--- config.mk ---
export PLATFORM = sky130hd
export DESIGN_NAME = wb_arbiter
export DESIGN_NICKNAME = d
export VERILOG_FILES = /design/src/rtl/wb_arbiter.sv
export SDC_FILE = /design/constraint.sdc
export NUM_CORES = 1
export LEC_CHECK = 0
export CAP_MARGIN = 20
export CORE_UTILIZATION = 41
export CTS_BUF_LIST = sky130_fd_sc_hd__clkbuf_8
export CTS_CLUSTER_SIZE = 20
export DETAILED_ROUTE_END_ITERATION = 12
export GPL_TIMING_DRIVEN = 0
export PLACE_DENSITY_LB_ADDON = 0.25
export SLEW_MARGIN = 20
export SYNTH_ARGS = -nofsm -noshare
export SYNTH_HDL_FRONTEND = slang
export SYNTH_SLANG_ARGS = --single-unit
--- constraint.sdc ---
create_clock -name clk -period 2.38 [get_ports clk]
set_input_delay 0.595 -clock clk [delete_from_list [all_inputs] [get_ports clk]]
set_output_delay 0.595 -clock clk [all_outputs]
set_load 0.01 [all_outputs]
--- src/rtl/wb_arbiter.sv ---
// Register-file write-back arbiter: the pipeline result wins, and multi-cycle results queue in a FIFO behind m_ready.
// Build with WB_BYPASS_EN defined to get bypass lookups into the output stage and FIFO; otherwise the byp* outputs are tied to 0.
module wb_arbiter #(
  parameter int DEPTH = 2
) (
  input  logic                     clk,
  input  logic                     rst,
  input  logic                     p_valid,
  input  logic [4:0]               p_addr,
  input  logic [31:0]              p_data,
  input  logic                     m_valid,
  input  logic [4:0]               m_addr,
  input  logic [31:0]              m_data,
  output logic                     m_ready,
  output logic                     wr,
  output logic [4:0]               addr3,
  output logic [31:0]              data3,
  input  logic [4:0]               q_addr1,
  input  logic [4:0]               q_addr2,
  output logic                     byp1_hit,
  output logic [31:0]              byp1_data,
  output logic                     byp2_hit,
  output logic [31:0]              byp2_data,
  output logic                     pending,
  output logic [$clog2(DEPTH):0]   count
);

  localparam int AW = $clog2(DEPTH);
  localparam int CW = AW + 1;
  localparam logic [CW-1:0] FULL = CW'(DEPTH);

  logic [4:0]    fifo_addr [DEPTH];
  logic [31:0]   fifo_data [DEPTH];
  logic [AW-1:0] rd_ptr;
  logic [AW-1:0] wr_ptr;

  logic          push;
  logic          pop;
  logic          cand_vld;
  logic [4:0]    cand_addr;
  logic [31:0]   cand_data;
  logic          cand_wr;

  // Flow control depends only on registered occupancy, so a pop in the same cycle never frees a slot.
  assign m_ready = (count < FULL);
  assign pending = (count != '0);
  assign push    = m_valid && m_ready;
  assign pop     = !p_valid && pending;

  always_comb begin
    cand_vld  = p_valid || pending;
    cand_addr = p_addr;
    cand_data = p_data;
    if (!p_valid) begin
      cand_addr = fifo_addr[rd_ptr];
      cand_data = fifo_data[rd_ptr];
    end
  end

  assign cand_wr = cand_vld && (cand_addr != 5'd0);

  always_ff @(posedge clk or posedge rst) begin
    if (rst) begin
      rd_ptr <= '0;
      wr_ptr <= '0;
      count  <= '0;
    end else begin
      if (push) wr_ptr <= wr_ptr + 1'b1;
      if (pop)  rd_ptr <= rd_ptr + 1'b1;
      case ({push, pop})
        2'b10:   count <= count + 1'b1;
        2'b01:   count <= count - 1'b1;
        default: count <= count;
      endcase
    end
  end

  // Entry storage needs no reset: occupancy and pointers alone define which entries are valid.
  always_ff @(posedge clk) begin
    if (push) begin
      fifo_addr[wr_ptr] <= m_addr;
      fifo_data[wr_ptr] <= m_data;
    end
  end

  always_ff @(posedge clk or posedge rst) begin
    if (rst) begin
      wr    <= 1'b0;
      addr3 <= 5'd0;
      data3 <= 32'd0;
    end else begin
      wr <= cand_wr;
      if (cand_wr) begin
        addr3 <= cand_addr;
        data3 <= cand_data;
      end
    end
  end

`ifdef WB_BYPASS_EN
  // Scan oldest to youngest so the youngest match wins; the output stage then overrides all FIFO entries.
  function automatic logic [32:0] lookup(input logic [4:0] q);
    logic [32:0]   r;
    logic [AW-1:0] idx;
    r = '0;
    if (q != 5'd0) begin
      for (int i = 0; i < DEPTH; i++) begin
        idx = rd_ptr + AW'(i);
        if ((CW'(i) < count) && (fifo_addr[idx] == q))
          r = {1'b1, fifo_data[idx]};
      end
      if (wr && (addr3 == q))
        r = {1'b1, data3};
    end
    return r;
  endfunction

  assign {byp1_hit, byp1_data} = lookup(q_addr1);
  assign {byp2_hit, byp2_data} = lookup(q_addr2);
`else
  logic unused_q;
  assign unused_q  = ^{q_addr1, q_addr2};
  assign byp1_hit  = 1'b0;
  assign byp1_data = 32'd0;
  assign byp2_hit  = 1'b0;
  assign byp2_data = 32'd0;
`endif

endmodule

Yosys cells after proc, flatten, opt, wreduce, memory -nomap -nowiden --
Memories as Yosys holds them, arrays and structs flattened. Index checks and enable logic that the tools add are counted.
Storage, ports and cells: bits in registers 42, bits in writable memories 74, input bits 88, output and inout bits 108, logic and storage cells 28, memories 2
Memory list:
- fifo_data | words 2, bits a word 32, read ports 1, clocked after memory_dff 0, write ports 1, line 33 | logic [31:0] fifo_data [DEPTH];
- fifo_addr | words 2, bits a word 5, read ports 1, clocked after memory_dff 0, write ports 1, line 32 | logic [4:0] fifo_addr [DEPTH];
Cells by class: add/sub/neg operators 4, order comparisons 1, eq/ne operators 2, muxes and demuxes 5, reductions and logical operators 8
Operators with widths (number):
- 2-to-1 mux 32 bit | 1
- 2-to-1 mux 5 bit | 1
- nonzero test 5 bit | 1
- case mux 2 bit (2 select lines) | 1
- nonzero test 2 bit | 2
- logical AND 1 bit | 3
- adder 1 bit, second input constant | 2
- adder 2 x 1 -> 2 bit, second input constant | 1
- equality test 2 x 1 -> 1 bit, second input constant | 1
- equality test 2 bit, second input constant | 1
- < comparator 2 bit, second input constant | 1
- 2-to-1 mux 1 bit | 2
- subtractor 2 x 1 -> 2 bit, second input constant | 1
- logical NOT 1 bit | 1
- logical OR 1 bit | 1

Longest topological paths before layout --
Gate-level depths: netlist (run 1).
word-level depth 4, depth in mapped cells 7, gate-level depth less buffers 6

Worst setup path after synthesis (run 1) --
No wires, ideal clock.
path type reg2reg, start point reg count[1], end point mem fifo_addr[0][0] (enable), setup time 0.431 ns, data arrival time 2.269 ns, setup slack -0.321 ns, cell stages (with the launch flop) 4, clock period less this slack 2.701 ns, cell sequence dfrtp_1 > inv_1 > nand2_1 > nor2_1
Between the ends: word-level cells in the longest chain between the ends 4
RTL lines:
- start: declaration | line 25 | output logic [$clog2(DEPTH):0] count
- start signal: assignment | line 71 | 2'b10: count <= count + 1'b1;
- start signal: assignment | line 72 | 2'b01: count <= count - 1'b1;
- start signal: assignment | line 73 | default: count <= count;
- < comparator 2 bit | line 45 | assign m_ready = (count < FULL);
- net m_ready | line 14 | output logic m_ready,
- logical AND 1 bit | line 47 | assign push = m_valid && m_ready;
- 2-to-1 mux 1 bit | line 80 | if (push) begin
- 2-to-1 mux 1 bit (implied by the code) | line 81 | fifo_addr[wr_ptr] <= m_addr;
- end: declaration | line 32
The timed path passes the listed nets, and every way through them passes these cells.

Worst setup path in the final report (run 1) --
start point reg rd_ptr, end point reg data3[7]
Between the ends: word-level cells in the longest chain between the ends 4, elaborated cells between the ends (all ways) 6
RTL lines:
- start: declaration | line 34 | logic [AW-1:0] rd_ptr;
- start signal: assignment | line 69 | if (pop) rd_ptr <= rd_ptr + 1'b1;
- memory read (2 x 5 bit)
- 2-to-1 mux 5 bit | line 54 | if (!p_valid) begin
- nonzero test 5 bit | line 60 | assign cand_wr = cand_vld && (cand_addr != 5'd0);
- logical AND 1 bit | line 60
- end signal: assignment | line 95 | data3 <= cand_data;
- end: declaration | line 17 | output logic [31:0] data3,
Parallel ways exist; a longest one is shown, timed or not. A chain may end at the register's enable or synchronous reset.

==> run summary, run 1 <==
DRC viols -> 0
Die width -> 114 microns
Setup violations, final -> 0
Syn Inst Count -> 362
R2R setup slack -> 0.10 ns
Number of global-route vias before repair -> 3,330
Critical path type -> flop to flop
Mux contribution to synthesized area -> 15.2%
Fmax -> 439 MHz
Pwr/cell area -> 971 nW/um^2
Register bit count reported by yosys -> 116
Initial Util -> 42.3%
Commonest non-fill, non-tap cell in the layout -> clkdlybuf4s50_1
Global-route congestion overflow total -> 0
Syn avg cell area -> 14.1 sq um
Clk sink count -> 116
Setup slack after layout -> 0.100 ns
Main combinational cell family by area after synthesis -> multiplexers
Vias -> 3,225
Global-route wire length before repair -> 16.8 mm
Std-Cell Rows -> 40
Slew margin rel. -> 48.6%
Synth Area in Compound Gates -> 4.42%
Max IR drop VDD -> 0.580 mV
Sequential area share after synthesis -> 64.2%
Clock buffer depth -> 2
Clk_lat worst skew -> 0.42 ns
Gpl congestion -> 0.713
Design area -> 7240 sq um
CTS tree -> yes
Total leakage power -> 3.06 nW
Post-Synth Simple-Gate Area -> 3.41%
Post-Synth Adder-Cell Area -> 0.245%
Crit share post-route -> 95.8%
Hold Violations, Final -> 0
Area grow syn2layout -> 42.0%
Antenna diodes -> 0
Xor-xnor portion of the synthesized cell area -> 0.858%
Clk slew on worst S/H paths -> 0.07 ns
R2R Path Start -> rd_ptr
Routed wire length -> 10.6 mm
Antenna violation net count after detailed routing -> 0
Initial antenna violation count -> 0
Die H -> 114 microns
Core Box Area -> 12,100 sq um
Critical path arrival -> 2.57 ns
Drt pass-1 iters -> 5
Worst Path Required -> 2.67 ns
Unique masters post-synth -> 25
Max Cap Viol -> 0
Setup TNS -> 0 ns
Setup slack at placement -> -0.476 ns
Routed length per instance -> 14.1 microns
Crit path time final -> 2.28 ns
GRT Resource Usage Total -> 17.6%
CTS buffer count -> 17
Initial DRC count -> 113
Synth Warn # -> 0
Share of cells above drive strength 1 -> 20.2%
CP Max Fanout -> 10
I/O Pins -> 196
CP Launch Type -> flop
Final net count -> 659
Overall Power -> 0.00703 W
Clock Skew -> 0.0142 ns
Crit path launch -> rd_ptr
Post-DP HPWL -> 7.43 mm
Final max-slew violation count -> 0
Die ar. -> 12,900 sq um
Clock root buffer -> clkbuf_8
H-tree levels -> 4
CP Capture Type -> flop
Slew @ Worst Pin -> 0.771 ns
Status -> finished clean
Mapped Area -> 5100 sq um
Commonest non-fill, non-tap cells in the layout -> clkdlybuf4s50_1, edfxtp_1, buf_4
Mean number of vias per cell -> 4.29
Area after DPL -> 6820 sq um
Port bufs -> 118
Largest net degree at the start of global routing -> 29
HP Class -> input pin to asynchronous set/reset pin
Core Util, Final -> 60.0%
state kept, by name (all words and copies together), names as in the netlist:
signal	flops
fifo_addr	10
wr_ptr	1
wr	1
addr3	5
fifo_data	64
count	2
rd_ptr	1
data3	32
path summary, 6_finish.rpt:
kind / to / cells after the start
max in group asynchronous: data3[0] / 3
worst min register to register: data3[19] / 1
min in group clk: data3[19] / 1
worst min-delay path: data3[17] / 2
worst max register to register: data3[7] / 8
worst max-delay path: data3[7] / 8
metrics by stage:
step           hold WS, ns  cells
2_1_floorplan        0.479    427
3_3_place_gp         0.477    713
3_5_place_dp         0.480    716
4_1_cts              0.471    750
5_1_grt              0.488    751
6_report             0.472    751
critical path: stages (launching register included):
cell	delay (ns)
dfrtp_1	0.37
buf_6	0.18
mux2_1	0.34
mux2i_1	0.22
nand4_1	0.22
o21ai_4	0.20
buf_12	0.14
buf_6	0.15
mux2_1	0.34
where the power goes:
part	switching [W]	total [W]	internal, W
Combinational	0.00108	0.00239	0.00132
Clock	0.000757	0.00172	0.000962
Sequential	0.000218	0.00292	0.00270
Total	0.00205	0.00703	0.00498
synth_stat cells:
cell type   n  area [sq um]
conb_1      1          3.75
nand2_1    35           131
o21ai_4     1          16.3
mux2_1     27           304
o2bb2ai_1   4          35.0
buf_1       3          11.3
o21ai_0    33           165
nand4_1     1          6.26
edfxtp_1   74          2220
clkbuf_1    8          30.0
or3_1       1          6.26
xnor2_1     4          35.0
nor2b_1     1          6.26
buf_4      66           495
mux2i_1    37           370
dfrtp_1    42          1050
a22o_1      1          8.76
nor2_1      3          11.3
inv_1       3          11.3
and3_1      1          6.26
ha_1        1          12.5
buf_6       4          45.0
or2_2       1          6.26
xor2_1      1          8.76
mux2_2      9           101
routing by layer:
layer,share of wire (%),vias up,global-route usage [%]
li1,-,1572,-
met1,41,1491,20.2
met2,49,151,30.3
met3,8.7,11,6.06
met4,1.2,0,6.58
met5,0,-,0
logic make-up (layout without fill, tap and decap cells):
logic type                 count (synthesis)  after routing
buffers and inverters                     84            240
AOI/OAI and AO/OA                         39             39
and+or+nand+nor                           43             43
other                                      1             66
xor gates and xnor gates                   5              5
muxes                                     73             73
DFF                                      116            116
adders and majority gates                  1              1
timing repair:
item,4_1_cts,5_1_grt
gates resized for setup,0,2
setup endpoints to repair,25,32
buffers inserted,2,1
hold buffers,0,0
pin swaps,1,2
layout make-up:
class | instances | area [sq um]
Inverter | 3 | 11.3
Multi-Input combinational cell | 227 | 1490
Timing Repair Buffer | 124 | 1290
Tap cell | 168 | 210
Buffer | 81 | 589
Clock inverter | 13 | 118
Fill cell | 1003 | 4820
Sequential cell | 116 | 3270
Clock buffer | 19 | 262
(Power assumes the default switching activity.)
==> run 2: changes to the inputs <==
Settings changed: PLACE_DENSITY from default to 0.79, PLACE_DENSITY_LB_ADDON 0.25 to default.
==> run summary, run 2 (synthesis results as in run 1) <==
Area grow syn2layout -> 41.8% (was 42.0%)
Gpl congestion -> 0.789 (was 0.713)
Vias -> 3,315 (was 3,225)
Final max-slew violation count -> 0 (unchanged)
Total leakage power -> 3.06 nW (about the same)
Hold WS -> 0.490 ns (was 0.472 ns)
Clk_lat worst skew -> 0.42 ns (about the same)
Global-route wire length before repair -> 16.6 mm (was 16.8 mm)
Critical path type -> flop to flop (unchanged)
Status -> finished clean (unchanged)
Max Cap Viol -> 0 (unchanged)
CP max stage delay -> 0.41 ns (was 0.37 ns)
Std-Cell Rows -> 40 (unchanged)
Non-filler cells, final -> 755 (was 751)
Max reg flops -> 64 (unchanged)
Worst path cell trace -> buf_6, mux2_1, mux2i_2, nand4_1, o21ai_4, buf_4, buf_6, mux2_1 (was buf_6, mux2_1, mux2i_1, nand4_1, o21ai_4, buf_12, buf_6, mux2_1)
Clock Skew -> 0.0123 ns (was 0.0142 ns)
Global-route congestion overflow total -> 0 (unchanged)
CP Max Fanout -> 10 (unchanged)
Port bufs -> 118 (unchanged)
Clk slew on worst S/H paths -> 0.07 ns (about the same)
CTS buffer count -> 17 (unchanged)
Largest net degree at the start of global routing -> 26 (was 29)
Slew @ Worst Pin -> 0.799 ns (was 0.771 ns)
Drt pass-1 iters -> 4 (was 5)
Antenna violation net count after detailed routing -> 0 (unchanged)
Post-DP HPWL -> 7.77 mm (was 7.43 mm)
Commonest non-fill, non-tap cell in the layout -> clkdlybuf4s50_1 (unchanged)
Die ar. -> 12,900 sq um (unchanged)
DRC viols -> 0 (unchanged)
Fmax -> 441 MHz (was 439 MHz)
I/O Pins -> 196 (unchanged)
GRT Resource Usage Total -> 17.5% (was 17.6%)
CP Capture Type -> flop (unchanged)
Max IR drop VDD -> 0.591 mV (was 0.580 mV)
Antenna diodes -> 0 (unchanged)
Area after DPL -> 6810 sq um (was 6820 sq um)
Hold Violations, Final -> 0 (unchanged)
Initial antenna violation count -> 0 (unchanged)
CP Launch Type -> flop (unchanged)
CTS tree -> yes (unchanged)
Die width -> 114 microns (unchanged)
Clock buffer depth -> 2 (unchanged)
Cell family with most CP delay -> multiplexers (unchanged)
Routed length per instance -> 14.4 microns (was 14.1 microns)
Core Box Area -> 12,100 sq um (unchanged)
CP bufs+invs -> 3 (unchanged)
Critical-path top delay cell -> dfrtp_1 (unchanged)
Largest registers -> fifo_data (64), data3 (32), fifo_addr (10) (unchanged)
HP Class -> flop to flop (was input pin to asynchronous set/reset pin)
Crit share post-route -> 95.2% (was 95.8%)
Mean number of vias per cell -> 4.39 (was 4.29)
H-tree levels -> 4 (unchanged)
Pwr/cell area -> 968 nW/um^2 (was 971 nW/um^2)
Unrepaired setup endpoints after global routing -> false
Cells after DPL -> 716 (unchanged)
Number of global-route vias before repair -> 3,320 (was 3,330)
# fillers -> 944 (was 1,003)
Share of cells above drive strength 1 -> 21.0% (was 20.2%)
Slew margin rel. -> 46.7% (was 48.6%)
Final net count -> 664 (was 659)
Initial Util -> 42.3% (unchanged)
Die H -> 114 microns (unchanged)
Setup violations, final -> 0 (unchanged)
Commonest non-fill, non-tap cells in the layout -> clkdlybuf4s50_1, buf_4, edfxtp_1 (was clkdlybuf4s50_1, edfxtp_1, buf_4)
Routed wire length -> 10.8 mm (was 10.6 mm)
Design area -> 7240 sq um (about the same)
Critical path arrival -> 2.56 ns (was 2.57 ns)
Overall Power -> 0.00701 W (was 0.00703 W)
Worst Path Required -> 2.68 ns (was 2.67 ns)
Largest reg by FF count -> fifo_data (unchanged)
Clk sink count -> 116 (unchanged)
Clock root buffer -> clkbuf_8 (unchanged)
Setup TNS -> 0 ns (unchanged)
Initial DRC count -> 100 (was 113)
Crit path time final -> 2.27 ns (was 2.28 ns)
## run 2: cell count changes in the layout (fill, tap and decap cells not counted), sizes merged
cell      delta
buf          +5
clkinvlp     +1
clkbuf       -2
## run 2: layout make-up
| cell class | count | area [sq um] | area share (%) |
|---|---|---|---|
| inverters | 3 | 11.3 | 0.156 |
| multi-input cells | 227 | 1490 | 20.6 |
| clock buffers | 17 | 234 | 3.23 |
| well taps | 168 | 210 | 2.91 |
| flip-flops and latches | 116 | 3270 | 45.2 |
| clock inverters | 14 | 125 | 1.73 |
| repair buffers | 129 | 1310 | 18.1 |
| plain buffers | 81 | 582 | 8.04 |
## run 2: per-stage QoR
step                      setup WS (ns)  utilization (%)
after floorplan                   0.121                -
after global placement           -0.786             55.9
after detailed placement         -0.412             56.5
after CTS                        0.0728             59.7
after global routing             0.0329             60.0
final                             0.114             60.0
## run 2: metal layers
layer  vias to the layer above  global-route usage (%)  part of all wire (%)
met4                         0                    7.19                   1.2
li1                       1583                       -                     -
met3                        12                    6.75                   9.9
met5                         -                       0                     0
met2                       156                    29.7                    49
met1                      1564                    19.6                    40
## run 2: what timing repair did
action,CTS,global route
hold buffers,0,0
pin swaps,1,1
setup endpoints to repair,25,28
setup buffers,4,4
cloned,0,0
resized for setup,0,1
## run 2: report_power, final
group	leakage [nW]	switching [W]	internal, W
registers	1.18	0.000227	0.00270
clock network	0.184	0.000766	0.000898
logic	1.70	0.00109	0.00133
total	3.06	0.00208	0.00493
## run 2: final timing paths
path                                start         to  slack [ns]  cells after the start
worst max register to register     rd_ptr  data3[13]        0.11                      8
max in group asynchronous             rst   addr3[4]        1.28                      3
min in group asynchronous             rst  data3[18]        0.57                      2
worst min-delay path            data3[21]  data3[21]        0.49                      1
worst min register to register  data3[21]  data3[21]        0.49                      1
worst max-delay path               rd_ptr  data3[13]        0.11                      8
==> run 3: changes to the inputs <==
Settings changed: CORE_UTILIZATION 41 to 40, CTS_BUF_LIST sky130_fd_sc_hd__clkbuf_8 to default, PLACE_DENSITY 0.79 to 0.77.
==> run summary, run 3 (synthesis results as in run 1) <==
Status -> finished clean (unchanged)
# fillers -> 977 (was 944)
Antenna violation net count after detailed routing -> 0 (unchanged)
Share of cells above drive strength 1 -> 20.9% (was 21.0%)
R2R setup slack -> 0.12 ns (was 0.11 ns)
I/O Pins -> 196 (unchanged)
CP Depth -> 8 (unchanged)
CP Max Fanout -> 10 (unchanged)
Largest registers -> fifo_data (64), data3 (32), fifo_addr (10) (unchanged)
Antenna diodes -> 0 (unchanged)
Port bufs -> 118 (unchanged)
Commonest non-fill, non-tap cell in the layout -> clkdlybuf4s50_1 (unchanged)
Clock Skew -> 0.0117 ns (was 0.0123 ns)
Clk slew on worst S/H paths -> 0.05 ns (was 0.07 ns)
Die width -> 115 microns (was 114 microns)
CP Launch Type -> flop (unchanged)
Total leakage power -> 3.14 nW (was 3.06 nW)
Area occupied by multi-input gates -> 1500 sq um (was 1490 sq um)
Area after DPL -> 6810 sq um (unchanged)
Post-DP HPWL -> 7.91 mm (was 7.77 mm)
Core Util, Final -> 61.4% (was 60.0%)
Setup slack after layout -> 0.120 ns (was 0.114 ns)
Largest net degree at the start of global routing -> 29 (was 26)
Routed length per instance -> 15.0 microns (was 14.4 microns)
Die ar. -> 13,200 sq um (was 12,900 sq um)
Register area -> 3270 sq um (unchanged)
Unrepaired setup endpoints after global routing -> false (unchanged)
Initial DRC count -> 102 (was 100)
Pwr/cell area -> 1080 nW/um^2 (was 968 nW/um^2)
Max Cap Viol -> 0 (unchanged)
CP bufs+invs -> 3 (unchanged)
FF-to-FF path depth -> 8 (unchanged)
Die H -> 115 microns (was 114 microns)
Fmax -> 443 MHz (was 441 MHz)
CP Capture Type -> flop (unchanged)
Setup violations, final -> 0 (unchanged)
Area grow syn2layout -> 47.0% (was 41.8%)
HP Class -> flop to flop (unchanged)
GRT Resource Usage Total -> 18.0% (was 17.5%)
Slew @ Worst Pin -> 0.791 ns (was 0.799 ns)
Max IR drop VDD -> 0.590 mV (was 0.591 mV)
Clk_lat worst skew -> 0.41 ns (was 0.42 ns)
Gpl congestion -> 0.718 (was 0.789)
Worst setup path end -> data3[14] (was data3[13])
R2r endpoint -> data3[14] (was data3[13])
Critical path type -> flop to flop (unchanged)
Mean number of vias per cell -> 4.38 (was 4.39)
Std-Cell Rows -> 40 (unchanged)
Crit path launch -> rd_ptr (unchanged)
CTS tree -> yes (unchanged)
H-tree levels -> 4 (unchanged)
Core Box Area -> 12,200 sq um (was 12,100 sq um)
Worst path cell trace -> buf_6, mux2_1, mux2i_2, nand4_1, o21ai_4, buf_12, buf_6, mux2_1 (was buf_6, mux2_1, mux2i_2, nand4_1, o21ai_4, buf_4, buf_6, mux2_1)
Crit share post-route -> 94.9% (was 95.2%)
Max reg flops -> 64 (unchanged)
Design area -> 7500 sq um (was 7240 sq um)
Crit path time final -> 2.26 ns (was 2.27 ns)
Cell family with most CP delay -> multiplexers (unchanged)
Vias -> 3,293 (was 3,315)
Slew margin rel. -> 47.3% (was 46.7%)
Critical-path top delay cell -> dfrtp_1 (unchanged)
Overall Power -> 0.00809 W (was 0.00701 W)
Routed wire length -> 11.2 mm (was 10.8 mm)
Hold Violations, Final -> 0 (unchanged)
Final net count -> 659 (was 664)
Non-filler cells, final -> 751 (was 755)
Commonest non-fill, non-tap cells in the layout -> clkdlybuf4s50_1, edfxtp_1, buf_4 (was clkdlybuf4s50_1, buf_4, edfxtp_1)
Largest reg by FF count -> fifo_data (unchanged)
Critical path arrival -> 2.54 ns (was 2.56 ns)
Global-route wire length before repair -> 17.4 mm (was 16.6 mm)
Initial Util -> 41.8% (was 42.3%)
Drt pass-1 iters -> 4 (unchanged)
R2R Path Start -> rd_ptr (unchanged)
DRC viols -> 0 (unchanged)
Clk sink count -> 116 (unchanged)
CP max stage delay -> 0.36 ns (was 0.41 ns)
Final max-slew violation count -> 0 (unchanged)
Clock root buffer -> clkbuf_16 (was clkbuf_8)
Cells after DPL -> 716 (unchanged)
Global-route congestion overflow total -> 0 (unchanged)
Clock buffer depth -> 2 (unchanged)
Worst Path Required -> 2.66 ns (was 2.68 ns)
CTS buffer count -> 17 (unchanged)
Setup slack at placement -> -0.396 ns (was -0.412 ns)
Number of global-route vias before repair -> 3,407 (was 3,320)
Initial antenna violation count -> 0 (unchanged)
## run 3: cell types whose count changed in the layout (fill, tap and decap cells not counted), moves of 2 or more
cell	before	now
buf_4	74	68
bufinv_16	2	5
clkbuf_1	8	10
clkbuf_16	0	17
clkbuf_8	17	0
clkinv_2	4	0
clkinv_4	0	2
inv_1	5	2
mux2i_1	36	34
mux2i_2	1	3
## run 3: cell type report
cell class,count,share of cell area (%)
repair buffers,124,17.1
plain buffers,81,7.76
flip-flops and latches,116,43.6
clock inverters,13,2.79
clock buffers,19,5.77
multi-input cells,227,20.0
well taps,168,2.80
inverters,3,0.150
## run 3: what timing repair did
| item | in CTS | in global routing |
|---|---|---|
| pin swaps | 1 | 2 |
| setup endpoints to repair | 25 | 13 |
| setup buffers | 3 | 0 |
| gates resized for setup | 0 | 3 |
| hold buffers | 0 | 0 |
## run 3: where the power goes
group,switching (W),internal (W),total [W],leakage [nW]
Clock,0.000891,0.00185,0.00275,0.293
Sequential,0.000231,0.00271,0.00294,1.18
Combinational,0.00109,0.00131,0.00240,1.67
Total,0.00222,0.00587,0.00809,3.14
## run 3: stage by stage
step,hold slack [ns],setup TNS [ns]
after floorplan,0.479,0
after global placement,0.477,-74.45
after detailed placement,0.481,-12.30
after CTS,0.493,0
after global routing,0.498,0
final,0.487,0
## run 3: routing by layer
| layer | wire (microns) | track usage (%) | vias up |
|---|---|---|---|
| met5 | 0 | 0 | - |
| met4 | 140 | 7.71 | 0 |
| met3 | 1030 | 6.17 | 13 |
| met2 | 5700 | 31.6 | 150 |
| met1 | 4370 | 19.8 | 1556 |
| li1 | - | - | 1574 |
## run 3: worst reg2reg max path, delay by kind of cell (launching register included)
| family | cells | cell delay (ns) |
|---|---|---|
| buf+inv | 3 | 0.48 |
| flops | 1 | 0.36 |
| simple gates | 1 | 0.21 |
| compound gates | 1 | 0.20 |
| mux | 3 | 0.90 |
## run 3: how the worst min path moves through the flow
stage	endpoint	slack, ns	startpoint	depth (start not counted)
global placement	addr3[2]	0.48	addr3[2]	1
floorplan	wr_ptr	0.48	wr_ptr	1
CTS	data3[6]	0.49	data3[6]	1
finish	data3[6]	0.49	data3[6]	1
global route	data3[4]	0.50	data3[4]	1
detailed placement	data3[6]	0.48	data3[6]	1
